<file path="config.mk">
export PLATFORM = sky130hd
export DESIGN_NAME = shift_pipe
export DESIGN_NICKNAME = d
export VERILOG_FILES = /design/src/rtl/shift_pkg.sv /design/src/rtl/shift_level.sv /design/src/rtl/shift_pipe.sv
export SDC_FILE = /design/constraint.sdc
export NUM_CORES = 1
export LEC_CHECK = 0
export CAP_MARGIN = 20
export CORE_MARGIN = 3
export CORE_UTILIZATION = 40
export CTS_BUF_LIST = sky130_fd_sc_hd__clkbuf_4 sky130_fd_sc_hd__clkbuf_8
export CTS_CLUSTER_SIZE = 14
export DETAILED_ROUTE_END_ITERATION = 16
export GPL_ROUTABILITY_DRIVEN = 0
export PLACE_DENSITY_LB_ADDON = 0.12
export SYNTH_ARGS = -nofsm -noshare
export SYNTH_HDL_FRONTEND = slang
export SYNTH_SLANG_ARGS = --single-unit
</file>
<file path="constraint.sdc">
create_clock -name clk_i -period 9.2 [get_ports clk_i]
set_input_delay 2.76 -clock clk_i [delete_from_list [all_inputs] [get_ports clk_i]]
set_output_delay 2.76 -clock clk_i [all_outputs]
set_load 0.01 [all_outputs]
</file>
<file path="src/rtl/shift_pkg.sv">
// Shared types and helpers for the pipelined shift unit.
package shift_pkg;

  typedef enum logic [2:0] {
    SHIFT_SLL = 3'd0,
    SHIFT_SRL = 3'd1,
    SHIFT_SRA = 3'd2,
    SHIFT_ROL = 3'd3,
    SHIFT_ROR = 3'd4
  } shift_op_e;

  function automatic int shamt_width(input int width);
    return $clog2(width);
  endfunction

  // Pipeline stage that owns mux level k.
  function automatic int stage_of(input int k, input int stages, input int shw);
    return (k * stages) / shw;
  endfunction

  function automatic logic is_right(input logic [2:0] op);
    return (op == SHIFT_SRL) || (op == SHIFT_SRA) || (op == SHIFT_ROR);
  endfunction

  // Codes 5..7 are reserved and pass the operand through untouched.
  function automatic logic is_legal(input logic [2:0] op);
    return op <= SHIFT_ROR;
  endfunction

endpackage

</file>
<file path="src/rtl/shift_level.sv">
// One logarithmic shifter level: conditional shift/rotate by 2^K.
module shift_level
  import shift_pkg::*;
#(
  parameter int WIDTH = 32,
  parameter int K     = 0
) (
  input  logic [2:0]       op,
  input  logic             en,
  input  logic [WIDTH-1:0] din,
  output logic [WIDTH-1:0] dout
);

  localparam int SH = 1 << K;

  logic [SH-1:0] fill;

  always_comb begin
    fill = '0;
    dout = din;
    if (en && is_legal(op)) begin
      if (is_right(op)) begin
        // SRA keeps the MSB at every level, so chaining levels sign-fills correctly.
        if (op == SHIFT_SRA)      fill = {SH{din[WIDTH-1]}};
        else if (op == SHIFT_ROR) fill = din[SH-1:0];
        dout = {fill, din[WIDTH-1:SH]};
      end else begin
        if (op == SHIFT_ROL) fill = din[WIDTH-1:WIDTH-SH];
        dout = {din[WIDTH-SH-1:0], fill};
      end
    end
  end

endmodule

</file>
<file path="src/rtl/shift_pipe.sv">
// Pipelined WIDTH-bit shifter (SLL/SRL/SRA/ROL/ROR) with valid/ready, flush and tag sideband.
module shift_pipe
  import shift_pkg::*;
#(
  parameter  int WIDTH  = 32,
  parameter  int STAGES = 2,
  parameter  int TAG_W  = 5,
  localparam int SHW    = shamt_width(WIDTH)
) (
  input  logic             clk_i,
  input  logic             rst_i,
  input  logic             flush_i,
  input  logic             in_valid_i,
  output logic             in_ready_o,
  input  logic [2:0]       op_i,
  input  logic [WIDTH-1:0] data_i,
  input  logic [SHW-1:0]   shamt_i,
  input  logic [TAG_W-1:0] tag_i,
  output logic             out_valid_o,
  input  logic             out_ready_i,
  output logic [WIDTH-1:0] out_data_o,
  output logic [TAG_W-1:0] out_tag_o
);

  logic             valid_reg [STAGES];
  logic [WIDTH-1:0] data_reg  [STAGES];
  logic [SHW-1:0]   shamt_reg [STAGES];
  logic [2:0]       op_reg    [STAGES];
  logic [TAG_W-1:0] tag_reg   [STAGES];

  logic [WIDTH-1:0] stage_in_data  [STAGES];
  logic [SHW-1:0]   stage_in_shamt [STAGES];
  logic [2:0]       stage_in_op    [STAGES];
  logic [TAG_W-1:0] stage_in_tag   [STAGES];
  logic [WIDTH-1:0] stage_out_data [STAGES];

  logic [WIDTH-1:0] level_in  [SHW];
  logic [WIDTH-1:0] level_out [SHW];

  logic enable;

  // A stalled output freezes the whole pipe; bubbles are not collapsed.
  assign enable     = !out_valid_o || out_ready_i;
  assign in_ready_o = enable;

  genvar gi;
  generate
    for (gi = 0; gi < STAGES; gi++) begin : g_stage_src
      if (gi == 0) begin : g_head
        assign stage_in_data[gi]  = data_i;
        assign stage_in_shamt[gi] = shamt_i;
        assign stage_in_op[gi]    = op_i;
        assign stage_in_tag[gi]   = tag_i;
      end else begin : g_body
        assign stage_in_data[gi]  = data_reg[gi-1];
        assign stage_in_shamt[gi] = shamt_reg[gi-1];
        assign stage_in_op[gi]    = op_reg[gi-1];
        assign stage_in_tag[gi]   = tag_reg[gi-1];
      end
    end

    for (gi = 0; gi < SHW; gi++) begin : g_level
      localparam int S     = stage_of(gi, STAGES, SHW);
      localparam bit FIRST = (gi == 0) || (stage_of(gi - 1, STAGES, SHW) != S);
      localparam bit LAST  = (gi == SHW - 1) || (stage_of(gi + 1, STAGES, SHW) != S);

      if (FIRST) begin : g_from_stage
        assign level_in[gi] = stage_in_data[S];
      end else begin : g_from_level
        assign level_in[gi] = level_out[gi-1];
      end

      shift_level #(.WIDTH(WIDTH), .K(gi)) u_level (
        .op   (stage_in_op[S]),
        .en   (stage_in_shamt[S][gi]),
        .din  (level_in[gi]),
        .dout (level_out[gi])
      );

      if (LAST) begin : g_stage_end
        assign stage_out_data[S] = level_out[gi];
      end
    end
  endgenerate

  always_ff @(posedge clk_i) begin
    if (rst_i) begin
      for (int s = 0; s < STAGES; s++) begin
        valid_reg[s] <= 1'b0;
        data_reg[s]  <= '0;
        shamt_reg[s] <= '0;
        op_reg[s]    <= '0;
        tag_reg[s]   <= '0;
      end
    end else begin
      if (enable) begin
        valid_reg[0] <= in_valid_i;
        for (int s = 1; s < STAGES; s++) valid_reg[s] <= valid_reg[s-1];
        for (int s = 0; s < STAGES; s++) begin
          data_reg[s]  <= stage_out_data[s];
          shamt_reg[s] <= stage_in_shamt[s];
          op_reg[s]    <= stage_in_op[s];
          tag_reg[s]   <= stage_in_tag[s];
        end
      end
      // Flush wins over enable, dropping the incoming operation too.
      if (flush_i) begin
        for (int s = 0; s < STAGES; s++) valid_reg[s] <= 1'b0;
      end
    end
  end

  assign out_valid_o = valid_reg[STAGES-1];
  assign out_data_o  = data_reg[STAGES-1];
  assign out_tag_o   = tag_reg[STAGES-1];

endmodule

</file>
* After elaboration in Yosys (flattened, before gate mapping)
Memory sizes are Yosys's and may differ from the RTL's.
Cells that the tools add are included.
** Word-level totals
- Register bits :: 0
- Bits in writable memories :: 92
- Input bits :: 50
- Output and inout bits :: 39
- Word-level logic and storage cells :: 83
- Memories kept :: 5
** Memory list
- data_reg :: words 2, width 32, read ports 2, clocked after Yosys merged registers in 0, wr ports 2, RTL line shift_pipe.sv:26 : logic [WIDTH-1:0] data_reg [STAGES];
- shamt_reg :: words 2, width 5, read ports 1, clocked after Yosys merged registers in 0, wr ports 2, RTL line shift_pipe.sv:27 : logic [SHW-1:0] shamt_reg [STAGES];
- tag_reg :: words 2, width 5, read ports 2, clocked after Yosys merged registers in 0, wr ports 2, RTL line shift_pipe.sv:29 : logic [TAG_W-1:0] tag_reg [STAGES];
- op_reg :: words 2, width 3, read ports 1, clocked after Yosys merged registers in 0, wr ports 2, RTL line shift_pipe.sv:28 : logic [2:0] op_reg [STAGES];
- valid_reg :: words 2, width 1, read ports 2, clocked after Yosys merged registers in 0, wr ports 2, RTL line shift_pipe.sv:25 : logic valid_reg [STAGES];
** Operators by class
- Order comparisons :: 2
- Eq/ne operators :: 8
- Mux-type cells :: 45
- Bitwise logic cells :: 12
- Reduce and logical (&&, ||, !) cells :: 11
** Operator list (number)
- 32-bit 2-to-1 mux :: 12
- 16-bit 2-to-1 mux :: 3
- 8-bit 2-to-1 mux :: 3
- 5-bit 2-to-1 mux :: 4
- 1-bit 2-to-1 mux :: 15
- 3-bit by 2-bit equality test with 1-bit output (second input constant) :: 4
- 4-bit 2-to-1 mux :: 3
- 1-bit bitwise OR :: 12
- 3-bit by 1-bit equality test with 1-bit output (second input constant) :: 2
- 3-bit equality test (second input constant) :: 2
- 3-bit less-or-equal comparator (second input constant) :: 2
- 2-bit 2-to-1 mux :: 3
- 3-bit 2-to-1 mux :: 2
- 1-bit logical AND :: 5
- 1-bit logical OR :: 5
- 1-bit zero test :: 1

* Logic depth before layout (Yosys ltp)
- Depth in word-level cells :: 14
- Depth in mapped cells :: 10
- Mapped depth without buffers :: 6

* Modules after synthesis
Synthesis repeated with hierarchy kept, for this count alone.
** Second synthesis, totals
- Cells, all modules :: 932
- Area total of the unflattened synthesis :: 8095.3 sq um
** Modules (own cells, without submodules)
- shift_pipe :: instances 1, cells each 208, area each 3291.9 sq um, sequential area each 2412.3 sq um
- shift_level (g_level[3].u_level) :: instances 1, cells each 177, area each 1212.4 sq um, sequential area each 0.0 sq um
- shift_level (g_level[1].u_level) :: instances 1, cells each 173, area each 1174.9 sq um, sequential area each 0.0 sq um
- shift_level (g_level[2].u_level) :: instances 1, cells each 171, area each 1124.8 sq um, sequential area each 0.0 sq um
- shift_level (g_level[0].u_level) :: instances 1, cells each 120, area each 768.2 sq um, sequential area each 0.0 sq um
- shift_level (g_level[4].u_level) :: instances 1, cells each 83, area each 523.0 sq um, sequential area each 0.0 sq um

* Worst setup path before layout
Ideal clock, no wire load.
- Path kind :: in2out
- Start :: input port out_ready_i
- End :: output port in_ready_o
- Arrival :: 3075 ps
- Data required time :: 6440 ps
- Setup slack :: 3365 ps
- Stages :: 2
- Buffers on the path :: 0
- Cell sequence :: nor2b_1 -> inv_1
** Between the ends
- Longest elaborated chain between the ends :: 1
** Ends and longest elaborated chain
- from (decl) :: RTL line shift_pipe.sv:20 : input logic out_ready_i,
- 1-bit logical OR :: RTL line shift_pipe.sv:43 : assign enable = !out_valid_o || out_ready_i;
- to (decl) :: RTL line shift_pipe.sv:14 : output logic in_ready_o,
Every way passes these cells.

* Final worst setup path
Same ends and word-level chain as after synthesis.

==> results.py <==
metrics = {
    "status": {
        "outcome": "completed",
    },
    "yosys": {
        "synthCells": 895,
        "syn-num-nets": 945,
        "synth.distinct_cells": 72,
        "synth_edf_count": 79,
        "syn_area_mm2": 0.00714,
        "synth-main-ff-cell": "edfxtp_1",
        "ys_warn_count": 0,
        "synth.ff_latch_count": 81,
        "ys_async_sr_fraction_pct": 0,
        "avgSynthCellArea_um2": 7.98,
        "yosysSeqAreaShare_pct": 33.8,
    },
    "die": {
        "coreArea_mm2": 0.0174,
        "placementRows": 48,
        "die_x_um": 140,
        "fp.dieH_um": 140,
        "io_pins": 89,
        "initial_utilization_pct": 41.1,
        "dieArea_mm2": 0.0195,
    },
    "clock_network": {
        "cts-htree-levels": 3,
        "cts_tree": "built",
        "cts-resized-gates": 0,
        "clk-insertion-delay-late_ns": 0.36,
        "clkSinkCount": 81,
        "cts_max_path_buffers": 2,
        "cts_setup_buffers": 0,
        "clockRootBuffer": "clkbuf_8",
        "cts_buffers": 9,
        "clkSlewWorstSetupHoldPaths_ns": 0.09,
        "hold_buffers": 0,
    },
    "layout": {
        "area_growth_pct": 13.0,
        "nNetsFinal": 949,
        "largest_reg_flops": 64,
        "drive_gt1_share_pct": 7.19,
        "antenna_cells": 0,
    },
    "pwr": {
        "total_power_mw": 1.16,
        "peakVddDrop_mv": 0.0690,
        "p_per_area_mw_per_mm2": 144,
        "p_leak_nw": 2.80,
    },
    "worst_setup_path": {
        "critPathRequiredTime_ns": 6.44,
        "cp-end-kind": "primary output",
        "r2r_end": "data_reg[0][38]",
        "r2r_slack_ns": 6.42,
        "cp_max_fo": 4,
        "critPathLaunchType": "primary input",
        "rr_startpoint": "op_reg[0][0]",
        "critPathArrivalTime_ns": 4.26,
        "worst-r2r-cell-count": 5,
        "crit_type": "primary input to primary output",
    },
    "global_route": {
        "grt_pass1_vias": 7005,
        "antenna_found_initial": 0,
        "grt_pass1_wl_mm": 38.3,
        "gr-total-overflow": 0,
        "grt_max_degree": 80,
        "grt_usage_pct": 24.3,
    },
    "route": {
        "topRoutingLayerUsed": "met4",
        "firstDrtPassIters": 6,
        "dr_wl_met3_mm": 2.28,
        "avgViaCountPerCell": 6.74,
        "met1_length_mm": 9.84,
        "drt-initial-drc-count": 1238,
        "drc": 0,
        "vias": 7610,
        "wl_met2_mm": 11.5,
        "wl_per_cell_um": 22.0,
        "wl_mm": 24.9,
        "ant_nets": 0,
    },
    "timing": {
        "hold_violations": 0,
        "finalSetupViolCount": 0,
        "period_share_pct": 76.3,
        "layout_min_cycle_time_ns": 7.02,
        "rsz0062_at_grt": "false",
        "worstMarginPinSlew_ns": 1.12,
        "fin_worst_skew_ns": 0.0127,
        "slew_headroom_pct": 24.7,
        "report.final.slew_viol_count": 0,
        "tns_ns": 0,
        "fmax_ghz": 0.142,
    },
    "place": {
        "dp_hpwl_mm": 17.9,
        "port_buffers": 88,
    },
    "run": {
        "cap_violations": 0,
    },
    "min_path": {
        "whs_path_depth": 2,
        "min_to": "valid_reg[0][1]",
        "min_from": "valid_reg[0][0]",
        "min_path_type": "flop to flop",
    },
}
## through the flow
stage / utilization, % / hold WS, ns / instances / worst slack (ns) / cell area, µm²
after floorplan: - / 0.466 / 895 / 3.36 / 7140
after CTS: 46.4 / 0.511 / 1128 / 2.18 / 8060
after global routing: 46.5 / 0.537 / 1129 / 2.10 / 8060
final: 46.5 / 0.512 / 1129 / 2.18 / 8060
after global placement: 45.1 / 0.489 / 1112 / 2.21 / 7820
after detailed placement: 45.1 / 0.497 / 1112 / 2.20 / 7820
## synth_stat cells, types with 4 or more instances
master | n | share of area, %
a31oi_1 | 21 | 1.8
nand2b_1 | 7 | 0.61
nor4b_1 | 4 | 0.49
o221a_2 | 4 | 0.63
nor2_1 | 95 | 5.0
o31ai_1 | 4 | 0.42
nand2_1 | 91 | 4.8
a32oi_1 | 5 | 0.61
a31o_2 | 12 | 1.5
or3_1 | 5 | 0.44
a311oi_1 | 4 | 0.49
a221oi_1 | 11 | 1.3
o211ai_1 | 21 | 2.2
a21boi_0 | 4 | 0.42
a211oi_1 | 38 | 4.0
nor2b_1 | 8 | 0.70
and2_1 | 24 | 2.1
clkbuf_1 | 41 | 2.2
nor4_1 | 5 | 0.44
nor3_1 | 39 | 2.7
mux2_2 | 6 | 0.95
edfxtp_1 | 79 | 33
inv_1 | 9 | 0.47
mux2i_1 | 19 | 2.7
nand3_1 | 34 | 2.4
o21ai_0 | 70 | 4.9
buf_2 | 26 | 1.8
o22ai_1 | 20 | 1.8
and3_1 | 6 | 0.53
buf_4 | 36 | 3.8
o221ai_1 | 12 | 1.5
a21oi_1 | 68 | 4.8
## kinds of logic (layout without fill, tap and decap cells)
group	Yosys count	after routing	share of synthesized area, %
AOI/OAI and AO/OA	334	334	31.3
xor gates and xnor gates	3	3	0.736
buffers and inverters	116	125	8.45
DFF	81	81	33.8
muxes	26	26	3.77
and+or+nand+nor	335	335	22.0
## how the worst max path moves through the flow
stage / start / end / slack, ns / cells past startpoint
after floorplan: out_ready_i / in_ready_o / 3.36 / 2
after global placement: out_ready_i / in_ready_o / 2.21 / 4
after detailed placement: out_ready_i / in_ready_o / 2.20 / 4
after CTS: out_ready_i / in_ready_o / 2.18 / 4
after global routing: out_ready_i / in_ready_o / 2.10 / 4
final: out_ready_i / in_ready_o / 2.18 / 4
## per-layer routing
layer | up-vias | track usage (%)
li1 | 3389 | -
met2 | 571 | 39.7
met4 | 0 | 12.2
met1 | 3544 | 32.0
met3 | 106 | 2.71
met5 | - | 0
## placed cells by master (no fill, tap or decap), types with 4 or more instances in the layout
master            n
nand2b_1          6
a32oi_1           5
edfxtp_1         79
o221a_2           4
o221ai_1         12
inv_1             9
nor2_1           94
and3_1            6
nor4b_1           4
mux2i_1          19
and2_1           24
nor4_1            5
nor2b_1           8
a21boi_0          4
a211oi_1         38
or3_1             5
nand2_1          91
nand3_1          34
o22ai_1          20
a221oi_1         11
clkdlybuf4s50_1  87
a21oi_1          68
o31ai_1           4
a311oi_1          4
mux2_2            6
a31oi_1          21
o211ai_1         21
a31o_2           12
nor3_1           39
buf_4            10
o21ai_0          69
clkbuf_8         11
## cell type report
type / instances / area [µm²]
clock buffer: 11 / 151
clock inverter: 5 / 86.3
fill: 1642 / 9290
inverter: 10 / 37.5
multi-input combinational: 698 / 4140
sequential: 81 / 2410
tap: 225 / 282
timing repair buffer: 99 / 956
## worst max-delay path, cell delays in order
cell and delay, ns:
clkdlybuf4s50_1 0.40, nor2b_1 0.41, inv_1 0.16, clkdlybuf4s50_1 0.52
## power by group
group	internal, mW	total (mW)	switching (mW)	leakage, nW
sequential	0.449	0.479	0.0300	0.937
combinational	0.146	0.385	0.239	1.74
clock	0.169	0.299	0.129	0.120
total	0.764	1.16	0.398	2.80
No activity file was read; power rests on OpenSTA's default activity.
